===== src/rtl/forwarding_scoreboard_pkg.sv =====
`default_nettype none
// ============================================================================
// Module      : forwarding_scoreboard_pkg
// Description : Default geometry and slot/tag types for the forwarding scoreboard.
// Revision    : 1.0 - initial release
// ============================================================================
package forwarding_scoreboard_pkg;

    localparam int C_WORD_W   = 32;
    localparam int C_REG_W    = 5;
    localparam int C_DEPTH    = 4;
    localparam int C_NUM_READ = 2;
    localparam int C_NUM_RES  = 2;
    localparam int C_TAG_W    = $clog2(C_DEPTH) + 1;

    typedef logic [C_TAG_W-1:0] tag_t;

    typedef struct packed {
        logic                valid;
        logic [C_REG_W-1:0]  dst;
        tag_t                tag;
        logic                rdy;
        logic [C_WORD_W-1:0] data;
    } fwd_slot_t;

endpackage
`default_nettype wire


===== src/rtl/forwarding_scoreboard_lookup.sv =====
`default_nettype none
// ============================================================================
// Module      : fwd_lookup
// Description : Priority search of one operand over the slots and result buses.
// Revision    : 1.0 - initial release
// ============================================================================
module fwd_lookup
    import forwarding_scoreboard_pkg::*;
#(
    parameter int WORD_W  = C_WORD_W,
    parameter int REG_W   = C_REG_W,
    parameter int DEPTH   = C_DEPTH,
    parameter int NUM_RES = C_NUM_RES,
    parameter int TAG_W   = $clog2(DEPTH) + 1
) (
    input  logic [REG_W-1:0]          i_rdReg,
    input  logic [DEPTH-1:0]          i_slotValid,
    input  logic [DEPTH-1:0]          i_slotRdy,
    input  logic [DEPTH*REG_W-1:0]    i_slotDst,
    input  logic [DEPTH*TAG_W-1:0]    i_slotTag,
    input  logic [DEPTH*WORD_W-1:0]   i_slotData,
    input  logic [NUM_RES-1:0]        i_resValid,
    input  logic [NUM_RES*TAG_W-1:0]  i_resTag,
    input  logic [NUM_RES*WORD_W-1:0] i_resData,
    output logic                      o_hit,
    output logic [WORD_W-1:0]         o_data,
    output logic                      o_stall
);

    logic              w_found;
    logic              w_rdy;
    logic [TAG_W-1:0]  w_tag;
    logic [WORD_W-1:0] w_slotData;
    logic              w_busHit;
    logic [WORD_W-1:0] w_busData;

    // Descending scans so the lowest index (youngest slot / lowest bus) wins.
    always_comb begin
        w_found    = 1'b0;
        w_rdy      = 1'b0;
        w_tag      = '0;
        w_slotData = '0;
        for (int k = DEPTH - 1; k >= 0; k--) begin
            if (i_slotValid[k] && (i_slotDst[k*REG_W +: REG_W] == i_rdReg)) begin
                w_found    = 1'b1;
                w_rdy      = i_slotRdy[k];
                w_tag      = i_slotTag[k*TAG_W +: TAG_W];
                w_slotData = i_slotData[k*WORD_W +: WORD_W];
            end
        end
        if (i_rdReg == '0) begin
            w_found = 1'b0;
        end

        w_busHit  = 1'b0;
        w_busData = '0;
        for (int j = NUM_RES - 1; j >= 0; j--) begin
            if (i_resValid[j] && (i_resTag[j*TAG_W +: TAG_W] == w_tag)) begin
                w_busHit  = 1'b1;
                w_busData = i_resData[j*WORD_W +: WORD_W];
            end
        end

        o_hit   = w_found && (w_rdy || w_busHit);
        o_data  = w_rdy ? w_slotData : w_busData;
        o_stall = w_found && !w_rdy && !w_busHit;
    end

endmodule
`default_nettype wire


===== src/rtl/forwarding_scoreboard.sv =====
`default_nettype none
// ============================================================================
// Module      : forwarding_scoreboard
// Description : In-order tracker of in-flight register writes with tagged
//               result capture, operand forwarding and stall detection.
// Revision    : 1.0 - initial release
// ============================================================================
module forwarding_scoreboard
    import forwarding_scoreboard_pkg::*;
#(
    parameter int WORD_W   = C_WORD_W,
    parameter int REG_W    = C_REG_W,
    parameter int DEPTH    = C_DEPTH,
    parameter int NUM_READ = C_NUM_READ,
    parameter int NUM_RES  = C_NUM_RES,
    parameter int TAG_W    = $clog2(DEPTH) + 1
) (
    input  logic                       CLK,
    input  logic                       RST,
    input  logic                       adv,
    input  logic                       iss_valid,
    input  logic                       iss_wen,
    input  logic [REG_W-1:0]           iss_dst,
    output logic [TAG_W-1:0]           iss_tag,
    input  logic [NUM_RES-1:0]         res_valid,
    input  logic [NUM_RES*TAG_W-1:0]   res_tag,
    input  logic [NUM_RES*WORD_W-1:0]  res_data,
    input  logic [NUM_READ*REG_W-1:0]  rd_reg,
    output logic [NUM_READ-1:0]        fwd_hit,
    output logic [NUM_READ*WORD_W-1:0] fwd_data,
    output logic                       stall,
    input  logic [DEPTH-1:0]           flush_mask,
    output logic                       ret_valid,
    output logic [REG_W-1:0]           ret_reg,
    output logic [WORD_W-1:0]          ret_data,
    output logic                       err
);

    typedef struct packed {
        logic              valid;
        logic [REG_W-1:0]  dst;
        logic [TAG_W-1:0]  tag;
        logic              rdy;
        logic [WORD_W-1:0] data;
    } slot_t;

    slot_t r_slot [DEPTH];
    slot_t w_upd  [DEPTH];
    slot_t w_new;
    logic [TAG_W-1:0] r_tagCnt;
    logic             r_err;

    logic [DEPTH-1:0]        w_slotValid;
    logic [DEPTH-1:0]        w_slotRdy;
    logic [DEPTH*REG_W-1:0]  w_slotDst;
    logic [DEPTH*TAG_W-1:0]  w_slotTag;
    logic [DEPTH*WORD_W-1:0] w_slotData;
    logic [NUM_READ-1:0]     w_portStall;
    logic                    w_unused;

    // Each slot after flush and result capture, before any shift.
    always_comb begin
        for (int k = 0; k < DEPTH; k++) begin
            w_upd[k]       = r_slot[k];
            w_upd[k].valid = r_slot[k].valid & ~flush_mask[k];
            if (r_slot[k].valid && !r_slot[k].rdy) begin
                for (int j = NUM_RES - 1; j >= 0; j--) begin
                    if (res_valid[j] && (res_tag[j*TAG_W +: TAG_W] == r_slot[k].tag)) begin
                        w_upd[k].rdy  = 1'b1;
                        w_upd[k].data = res_data[j*WORD_W +: WORD_W];
                    end
                end
            end
        end
        w_new.valid = iss_valid & iss_wen & (iss_dst != '0);
        w_new.dst   = iss_dst;
        w_new.tag   = r_tagCnt;
        w_new.rdy   = 1'b0;
        w_new.data  = '0;
    end

    always_ff @(posedge CLK) begin
        if (RST) begin
            for (int k = 0; k < DEPTH; k++) begin
                r_slot[k] <= '0;
            end
            r_tagCnt <= '0;
            r_err    <= 1'b0;
        end else if (adv) begin
            for (int k = 1; k < DEPTH; k++) begin
                r_slot[k] <= w_upd[k-1];
            end
            r_slot[0] <= w_new;
            if (iss_valid) begin
                r_tagCnt <= r_tagCnt + TAG_W'(1);
            end
            if (r_slot[DEPTH-1].valid && !w_upd[DEPTH-1].rdy) begin
                r_err <= 1'b1;
            end
        end else begin
            for (int k = 0; k < DEPTH; k++) begin
                r_slot[k] <= w_upd[k];
            end
        end
    end

    for (genvar k = 0; k < DEPTH; k++) begin : g_flat
        assign w_slotValid[k]                  = r_slot[k].valid;
        assign w_slotRdy[k]                    = r_slot[k].rdy;
        assign w_slotDst[k*REG_W +: REG_W]     = r_slot[k].dst;
        assign w_slotTag[k*TAG_W +: TAG_W]     = r_slot[k].tag;
        assign w_slotData[k*WORD_W +: WORD_W]  = r_slot[k].data;
    end

    for (genvar i = 0; i < NUM_READ; i++) begin : g_read
        fwd_lookup #(
            .WORD_W  (WORD_W),
            .REG_W   (REG_W),
            .DEPTH   (DEPTH),
            .NUM_RES (NUM_RES),
            .TAG_W   (TAG_W)
        ) u_lookup (
            .i_rdReg     (rd_reg[i*REG_W +: REG_W]),
            .i_slotValid (w_slotValid),
            .i_slotRdy   (w_slotRdy),
            .i_slotDst   (w_slotDst),
            .i_slotTag   (w_slotTag),
            .i_slotData  (w_slotData),
            .i_resValid  (res_valid),
            .i_resTag    (res_tag),
            .i_resData   (res_data),
            .o_hit       (fwd_hit[i]),
            .o_data      (fwd_data[i*WORD_W +: WORD_W]),
            .o_stall     (w_portStall[i])
        );
    end

    assign stall     = |w_portStall;
    assign iss_tag   = r_tagCnt;
    assign ret_valid = adv & r_slot[DEPTH-1].valid;
    assign ret_reg   = r_slot[DEPTH-1].dst;
    assign ret_data  = w_upd[DEPTH-1].data;
    assign err       = r_err;
    assign w_unused  = ^{w_upd[DEPTH-1].valid, w_upd[DEPTH-1].tag, w_upd[DEPTH-1].dst};

endmodule
`default_nettype wire


===== config.mk =====
export PLATFORM = sky130hd
export DESIGN_NAME = forwarding_scoreboard
export DESIGN_NICKNAME = d
export VERILOG_FILES = /design/src/rtl/forwarding_scoreboard_pkg.sv /design/src/rtl/forwarding_scoreboard_lookup.sv /design/src/rtl/forwarding_scoreboard.sv
export SDC_FILE = /design/constraint.sdc
export NUM_CORES = 1
export LEC_CHECK = 0
export CELL_PAD_IN_SITES_DETAIL_PLACEMENT = 0
export CELL_PAD_IN_SITES_GLOBAL_PLACEMENT = 1
export CORE_MARGIN = 5
export CORE_UTILIZATION = 41
export DETAILED_ROUTE_END_ITERATION = 16
export GPL_TIMING_DRIVEN = 0
export PLACE_DENSITY_LB_ADDON = 0.1
export SLEW_MARGIN = 30
export SYNTH_ARGS = -nofsm -noshare
export SYNTH_HDL_FRONTEND = slang
export SYNTH_SLANG_ARGS = --single-unit

===== constraint.sdc =====
create_clock -name CLK -period 6.33 [get_ports CLK]
set_input_delay 0.9495 -clock CLK [delete_from_list [all_inputs] [get_ports CLK]]
set_output_delay 0.9495 -clock CLK [all_outputs]
set_load 0.02 [all_outputs]

## After elaboration in Yosys (flattened, before gate mapping)

Memories as Yosys holds them, arrays and structs flattened.
Cells that the tools add are included.

- $add $sub $neg: 1
- Equal/unequal tests: 20
- Muxes and demuxes: 72
- Bitwise gates (word level): 19
- Reductions and logical operators: 48

Operators by type and width:

| operator | number |
|---|---|
| $mux 32 | 14 |
| $mux 33 | 12 |
| $mux 42 | 8 |
| $eq 5x5->1 | 8 |
| $eq 3x3->1 | 12 |
| $logic_and 1x1->1 | 31 |
| $mux 1 | 30 |
| $mux 3 | 8 |
| $logic_not 5->1 | 2 |
| $logic_not 1->1 | 9 |
| $or 1x1->1 | 8 |
| $and 1x1->1 | 7 |
| $reduce_bool 5->1 | 1 |
| $not 1->1 | 4 |
| $reduce_and 2->1 | 2 |
| $add 3x1->3 const B | 1 |
| $logic_or 1x1->1 | 2 |
| $reduce_or 2->1 | 1 |

- Flip-flop bits (word level): 4
- Bits in writable memories: 168
- Input port bits: 96
- Output and inout port bits: 109
- Word-level logic and storage cells: 163
- Memories kept: 1

Memories:

| memory | depth | bits a word | read ports | clocked after memory_dff | wr ports | RTL line | source |
|---|---|---|---|---|---|---|---|
| r_slot | 4 | 42 | 4 | 0 | 4 | forwarding_scoreboard.sv:47 | `slot_t r_slot [DEPTH];` |

## Logic depth before layout (Yosys ltp)

Gate-level depths: netlist of the first run.
An unclocked memory read counts as a cell.

- Word-level depth: 14
- Depth in mapped cells: 14
- Gate-level depth less buffers: 9

## Hierarchy

From an unflattened synthesis of the first run, not the netlist that was laid out.

- Cells, all modules: 1569
- Area, all modules: 14731.6 um^2

By module, submodules not included:

| module | times used | cells each | area each (um^2) | sequential area each (um^2) |
|---|---|---|---|---|
| forwarding_scoreboard | 1 | 807 | 9679.3 | 4794.6 |
| fwd_lookup | 2 | 381 | 2526.2 | 0.0 |

## Worst setup path after synthesis of the first run

Ideal clock, no wire load.

- Path kind: input to output
- Start point: input port rd_reg[0]
- End point: output port fwd_data[23]
- Arrival time: 3277 ps
- Data required time: 5380 ps
- Setup slack: 2103 ps
- Stages: 12
- Path buffers: 3
- Path through: buf_2 xnor2_1 nand4_1 o22a_2 a2111oi_2 a2111oi_0 nor4_1 and3_1 buf_6 buf_6 a21oi_1 a22oi_1

- Longest elaborated chain between the ends: 11
- Elaborated cells on any way between the ends: 27
- Those cells by class: eq/ne (6); mux (15); reduce/logical (6)

Ends and longest elaborated chain:

| element | RTL line | source |
|---|---|---|
| start: declaration | forwarding_scoreboard.sv:28 | `input logic [NUM_READ*REG_W-1:0] rd_reg,` |
| $eq 5x5->1 | forwarding_scoreboard_lookup.sv:44 | `if (i_slotValid[k] && (i_slotDst[k*REG_W +: REG_W] == i_rdReg)) begin` |
| $logic_and 1x1->1 | forwarding_scoreboard_lookup.sv:44 |  |
| $mux 3 (4 in a row) | forwarding_scoreboard_lookup.sv:44 |  |
| $eq 3x3->1 | forwarding_scoreboard_lookup.sv:58 | `if (i_resValid[j] && (i_resTag[j*TAG_W +: TAG_W] == w_tag)) begin` |
| $logic_and 1x1->1 | forwarding_scoreboard_lookup.sv:58 |  |
| $mux 32 (2 in a row) | forwarding_scoreboard_lookup.sv:58 |  |
| $mux 32 (*) | forwarding_scoreboard_lookup.sv:65 | `o_data = w_rdy ? w_slotData : w_busData;` |
| end: declaration | forwarding_scoreboard.sv:30 | `output logic [NUM_READ*WORD_W-1:0] fwd_data,` |

Every way passes the cells marked *; elsewhere a longest branch is shown, timed or not.

## Worst setup path after layout of the first run

- Start point: input port rd_reg[3]
- End point: output port fwd_data[3]

Same word-level chain as after synthesis.

==> results.yml, run 1 <==
status:
  status: "finished, final reports clean"
logic_synthesis:
  yosys_warnings: 0
  synthDistinctLibCells: 51
  syn_inst: 1611
  synth-edff-count: 135
  yosysSeqAreaShare_pct: 33.8
  synth_area_per_cell_um2: 8.80
  ys_async_sr_fraction_pct: 0
  ys_seq_elements: 172
  syn_area_um2: 14200
  synth_ff_type: "edfxtp_1"
clock_network:
  htree_num_levels: 4
  root_buffer: "clkbuf_16"
  numCtsBuffers: 17
  cts_max_path_buffers: 2
  ctsResizeCount: 0
  clk_pin_slew_ns: 0.07
  ctsHoldBuffers: 0
  clkSinkCount: 172
  clk_latency_ns: 0.47
  postCtsSetupRepairBufs: 0
  cts_tree: "done"
timing:
  timing.slew.headroom_pct: 32.9
  worst_pin_slew_ns: 1.01
  fmax_ghz: 0.159
  clock_skew_ns: 0.0153
  setup_tns_ns: 0
  hold_violations: 0
  finalCriticalPeriod_ns: 6.29
  post-route-period-util_pct: 99.3
  maxSlewViolCount: 0
  rsz0062_at_grt: "false"
  finalSetupViolations: 0
die:
  core-area_um2: 34400
  die-area_um2: 38400
  ios: 205
  dieHeight_um: 196
  row_count: 68
  start_util_pct: 41.3
  die_w_um: 196
placed_design:
  gp_congestion: 0.905
  dpl.hpwl_mm: 42.3
  place_inst: 2354
  port_buffers: 186
  place_area_um2: 17000
routing:
  via_count: 14700
  wl_per_cell_um: 25.4
  wirelength_mm: 60.6
  drtIter0Drc: 1972
  drc: 0
  final_antenna_net_count: 0
  drt-vias-per-instance: 6.17
  first_pass_iters: 6
cells_and_area:
  num-nets-final: 2015
  drive_above_1_share_pct: 8.65
  area_delta_synth_final_pct: 24.0
  fin_area_um2: 17600
  final_cell_count_no_fill: 2386
  diodes: 0
global_routing:
  grt_start_max_net_pins: 42
  grt_pass1_vias: 14200
  antenna_found_initial: 2
  grt_use_total_pct: 30.2
  grt.overflow.total: 0
  grt_pass1_wl_mm: 88.9
job:
  max_cap_viol_count: 0
setup_path:
  crit_top_cell: "nor2_1"
  slowest_stage: "nor2_1"
  ff2ff_path_depth: 6
  crit_chain: "buf_4 > xnor2_1 > nand4_1 > nor2_1 > mux2_2 > a221oi_1 > nor2_1 > clkbuf_1 > buf_1 > a21oi_1 > a22oi_1 > clkdlybuf4s50_1"
  path_buf_inv: 4
  startpoint_type: "input port"
  worstPathMaxFanout: 10
  r2r_slack_ns: 2.63
  crit_path_max_incr_delay_ns: 0.83
  reg2reg_to: "r_slot[1][1]$_SDFFCE_PP0P_"
  cp-end-kind: "output port"
  required_ns: 5.38
  cp_top_family: "buffers and inverters"
  crit_type: "in -> out"
  r2r_start: "r_slot[0][34]$_DFFE_PP_"
  critical_path_arrival_ns: 5.34
pwr:
  p_per_area_nw_per_um2: 189
  leakage_uw: 0.00739
  ir_drop_v: 0.000211
worst_hold_path:
  hold_path.startpoint: "iss_tag[1]$_SDFFE_PP0P_"
  hp-class: "reg -> reg"
  hold_depth: 2
  min_to: "iss_tag[1]$_SDFFE_PP0P_"
-- power by group --
part	internal, uW	switching (uW)
Sequential	1290	62.2
Combinational	362	511
Clock	527	559
Total	2180	1130
-- layout by cell type, fill, tap and decap left out, types with 7 or more instances in the layout --
cell type	count
a211oi_1	14
a21oi_1	196
a221o_1	64
a22oi_1	64
and2_1	62
and3_1	10
buf_1	12
buf_2	25
buf_4	11
buf_6	14
clkbuf_1	98
clkbuf_16	17
clkdlybuf4s50_1	186
conb_1	103
dfxtp_1	37
edfxtp_1	135
inv_1	9
mux2_2	67
mux2i_1	201
nand2_1	22
nand3_1	79
nand4_1	11
nor2_1	232
nor2b_1	7
nor3_1	12
o21ai_0	82
o22ai_1	13
xnor2_1	50
xor2_1	24
-- worst reg2reg max path: stages, from the launching register on --
cell,delay [ns]
edfxtp_1,0.54
xnor2_1,0.23
nand4_1,0.55
a21boi_1,0.96
clkbuf_1,0.73
o21ai_0,0.24
a211oi_1,0.28
-- stage by stage --
step	setup slack, ns	hold slack, ns	total power [uW]	util [%]
5_1_grt	0.103	0.551	3430	51.2
3_5_place_dp	0.182	0.514	2240	49.5
6_report	0.0447	0.522	3320	51.2
4_1_cts	0.170	0.524	3310	51.1
3_3_place_gp	0.214	0.494	2230	49.4
2_1_floorplan	2.10	0.497	1870	-
-- layout make-up --
class | count | area [um^2]
plain buffers | 167 | 816
clock buffers | 17 | 425
clock inverters | 15 | 145
fillers | 3354 | 16800
inverters | 9 | 33.8
multi-input cells | 1365 | 8940
flip-flops and latches | 172 | 4790
well taps | 455 | 569
repair buffers | 186 | 1860
-- worst max-delay path by stage --
stage               startpoint            to  slack, ns  depth (start not counted)
floorplan            rd_reg[0]  fwd_data[23]       2.10                         12
global placement     rd_reg[0]   fwd_data[3]       0.21                         12
detailed placement   rd_reg[1]   fwd_data[3]       0.18                         14
CTS                  rd_reg[3]   fwd_data[3]       0.17                         12
global route         rd_reg[7]  fwd_data[54]       0.10                         12
finish               rd_reg[3]   fwd_data[3]       0.04                         12
-- sequential cells by signal, indices dropped and copies added, names as in the netlist --
signal and cells:
iss_tag 3, err 1, r_slot 168
-- synth_stat cells, drive strengths merged, types with 5 or more instances --
library cell / count / share of area [%]
nor2: 233 / 6.2
nor3: 12 / 0.42
xnor2: 50 / 3.1
nor2b: 7 / 0.31
a2111oi: 8 / 0.58
and3: 10 / 0.44
edfxtp: 135 / 29
clkbuf: 104 / 2.8
nand2: 22 / 0.58
buf: 63 / 2.9
and2: 62 / 2.7
nand3: 79 / 2.8
nand4: 11 / 0.49
nand2b: 5 / 0.22
xor2: 24 / 1.5
nor4: 6 / 0.44
o21ai: 82 / 2.9
mux2i: 201 / 14
inv: 9 / 0.24
o22ai: 15 / 0.75
mux2: 67 / 5.3
a211oi: 14 / 0.74
a22oi: 64 / 3.4
dfxtp: 37 / 5.2
a221o: 64 / 4.5
a21oi: 196 / 6.9
-- cell families (layout without fill, tap and decap cells) --
kind of cell	count (synthesis)	after routing	synth area share (%)
other cells	1	103	0.0264
compound gates	464	464	21.1
mux	268	268	19.5
fa+ha+maj	1	1	0.0882
flops	172	172	33.8
simple gates	455	455	15.0
buf+inv	176	394	5.89
xor+xnor	74	74	4.57
-- routing by layer --
| metal | up-vias | part of all wire (%) | global-route usage, % |
|---|---|---|---|
| met3 | 162 | 9.3 | 6.08 |
| met5 | - | 0.045 | 0 |
| li1 | 6515 | - | - |
| met4 | 4 | 3.5 | 11.2 |
| met2 | 886 | 47 | 49.0 |
| met1 | 7144 | 41 | 40.1 |
Power figures use the tool's default switching activity.
==> inputs of run 2 (changes only) <==
--- a/config.mk
+++ b/config.mk
@@ -7,6 +7,7 @@
 export LEC_CHECK = 0
 export CELL_PAD_IN_SITES_DETAIL_PLACEMENT = 0
 export CELL_PAD_IN_SITES_GLOBAL_PLACEMENT = 1
+export CORE_ASPECT_RATIO = 1.25
 export CORE_MARGIN = 5
 export CORE_UTILIZATION = 41
 export DETAILED_ROUTE_END_ITERATION = 16
==> run 2 against run 1 <==
Against the previous run: worst hold slack about the same; clock skew decreased by 0.0061 ns; sequential power about the same; clock power about the same; final area unchanged; sequential share of layout area unchanged; fmax increased by 1.8%; utilization increased by 0.067 points; count of clock-buffer cells in the layout unchanged; power decreased by 0.48%; final cell count increased by 0.54%; largest power group unchanged.
==> results.yml, run 2 (synthesized netlist as in run 1, its figures left out) <==
timing:
  finalCriticalPeriod_ns: 6.18
  finalSetupViolations: 0
  timing.slew.headroom_pct: 28.6
  maxSlewViolCount: 0
  clock_skew_ns: 0.00919
  fmax_ghz: 0.162
  hold_violations: 0
  rsz0062_at_grt: "false"
  setup_tns_ns: 0
  post-route-period-util_pct: 97.6
  setup_slack_ns: 0.154
  worst_pin_slew_ns: 1.07
routing:
  via_count: 14500
  drtIter0Drc: 1593
  wl_per_cell_um: 25.3
  drc: 0
  final_antenna_net_count: 0
  drt-vias-per-instance: 6.06
  wirelength_mm: 60.7
  first_pass_iters: 6
die:
  core-area_um2: 34300
  dieHeight_um: 218
  die-area_um2: 38400
  die_w_um: 176
  start_util_pct: 41.3
  ios: 205
  row_count: 76
placed_design:
  port_buffers: 186
  dpl.hpwl_mm: 42.0
  gp_congestion: 0.949
  place_inst: 2367
  place_ws_ns: 0.299
pwr:
  switching_share_pct: 34.1
  power_frac_comb_pct: 26.5
  p_clk_share_pct: 32.5
  p_per_area_nw_per_um2: 188
  p_int_uw: 2170
  seqPwrFrac_pct: 41.0
  leakage_uw: 0.00736
  switchingPower_uw: 1130
  ir_drop_v: 0.000183
setup_path:
  reg2reg_to: "r_slot[1][4]$_SDFFCE_PP0P_"
  crit_chain: "buf_2 > xnor2_1 > nand4_1 > o22a_2 > nor2_1 > a221oi_1 > nor2_1 > clkbuf_1 > clkbuf_1 > a21oi_1 > a22oi_1 > clkdlybuf4s50_1"
  slowest_stage: "clkbuf_1"
  crit_path_max_incr_delay_ns: 0.70
  crit_cells: 12
  crit_type: "in -> out"
  ff2ff_path_depth: 7
  startpoint_type: "input port"
  critical_path_arrival_ns: 5.23
  cp_top_family: "buffers and inverters"
  worstPathMaxFanout: 10
  path_buf_inv: 4
  r2r_start: "r_slot[0][35]$_DFFE_PP_"
  r2r_slack_ns: 2.57
  required_ns: 5.38
  cp-end-kind: "output port"
cells_and_area:
  regMostFlops: "r_slot"
  area_delta_synth_final_pct: 24.0
  drive_above_1_share_pct: 8.49
  layout_commonest_cell: "nor2_1"
  largest_reg_flops: 168
  final_util_pct: 51.2
  layout_common_cells: "233 x nor2_1, 201 x mux2i_1, 196 x a21oi_1, 186 x clkdlybuf4s50_1, 135 x edfxtp_1"
  diodes: 0
  fill_cells: 3346
  num-nets-final: 2015
  final_cell_count_no_fill: 2399
clock_network:
  ctsHoldBuffers: 0
  clkSinkCount: 172
  cts_tree: "done"
  root_buffer: "clkbuf_16"
  htree_num_levels: 4
  numCtsBuffers: 17
  ctsResizeCount: 0
  clk_pin_slew_ns: 0.07
  cts_max_path_buffers: 2
  clk_latency_ns: 0.47
  postCtsSetupRepairBufs: 0
job:
  max_cap_viol_count: 0
worst_hold_path:
  hold_path.startpoint: "err$_SDFFE_PP0P_"
  hp-class: "reg -> reg"
  hold_depth: 2
  min_to: "err$_SDFFE_PP0P_"
global_routing:
  grt_pass1_vias: 14300
  antenna_found_initial: 0
  grt.overflow.total: 0
  grt_pass1_wl_mm: 88.3
  grt_use_total_pct: 30.4
  grt_start_max_net_pins: 42
status:
  status: "finished, final reports clean"
## run 2: cell types whose count changed in the layout (fill, tap and decap cells not counted), sizes merged
cell / delta
clkbuf: -1
buf: +1
clkinvlp: +5
clkinv: -1
inv: -4
## run 2: how the worst max path moves through the flow
| stage | end | slack (ns) | start |
|---|---|---|---|
| after global routing | fwd_data[35] | 0.05 | rd_reg[7] |
| after CTS | fwd_data[3] | 0.30 | rd_reg[1] |
| after floorplan | fwd_data[23] | 2.10 | rd_reg[0] |
| after global placement | fwd_data[3] | 0.38 | rd_reg[0] |
| after detailed placement | fwd_data[3] | 0.30 | rd_reg[1] |
| final | fwd_data[35] | 0.15 | rd_reg[7] |
## run 2: metrics by stage
| stage | total power [uW] | cell area [um^2] | hold slack (ns) |
|---|---|---|---|
| after floorplan | 1870 | 14600 | 0.497 |
| after global placement | 2230 | 17000 | 0.497 |
| after detailed placement | 2240 | 17000 | 0.509 |
| after CTS | 3300 | 17600 | 0.520 |
| after global routing | 3410 | 17600 | 0.555 |
| final | 3300 | 17600 | 0.522 |
## run 2: power by group through the flow
stage	Sequential [uW]	Clock [uW]	Combinational, uW
5_1_grt	1360	1120	931
6_report	1350	1070	874
4_1_cts	1350	1080	863
2_1_floorplan	1360	0	512
3_5_place_dp	1380	0	858
3_3_place_gp	1380	0	851
## run 2: routing by layer
layer / up-vias / track usage [%] / routed length (um)
met2: 925 / 51.0 / 29100
li1: 6502 / - / -
met3: 186 / 5.39 / 5820
met1: 6927 / 38.1 / 23000
met5: - / 0 / 0
met4: 0 / 13.9 / 2780
## run 2: worst reg2reg max path, cell delays in order (launching register included)
cell,delay [ns]
edfxtp_1,0.55
xnor2_1,0.24
nand4_1,0.58
a21boi_1,0.99
clkbuf_1,0.74
a21oi_1,0.17
mux2i_1,0.17
nor2_1,0.06
## run 2: area by class of cell
class	instances	area, um^2	share of cell area [%]
multi-input combinational	1365	8930	50.8
sequential	172	4790	27.3
timing repair buffer	186	1860	10.6
buffer	167	813	4.63
tap	468	586	3.33
clock buffer	17	425	2.42
clock inverter	15	134	0.761
inverter	9	33.8	0.192
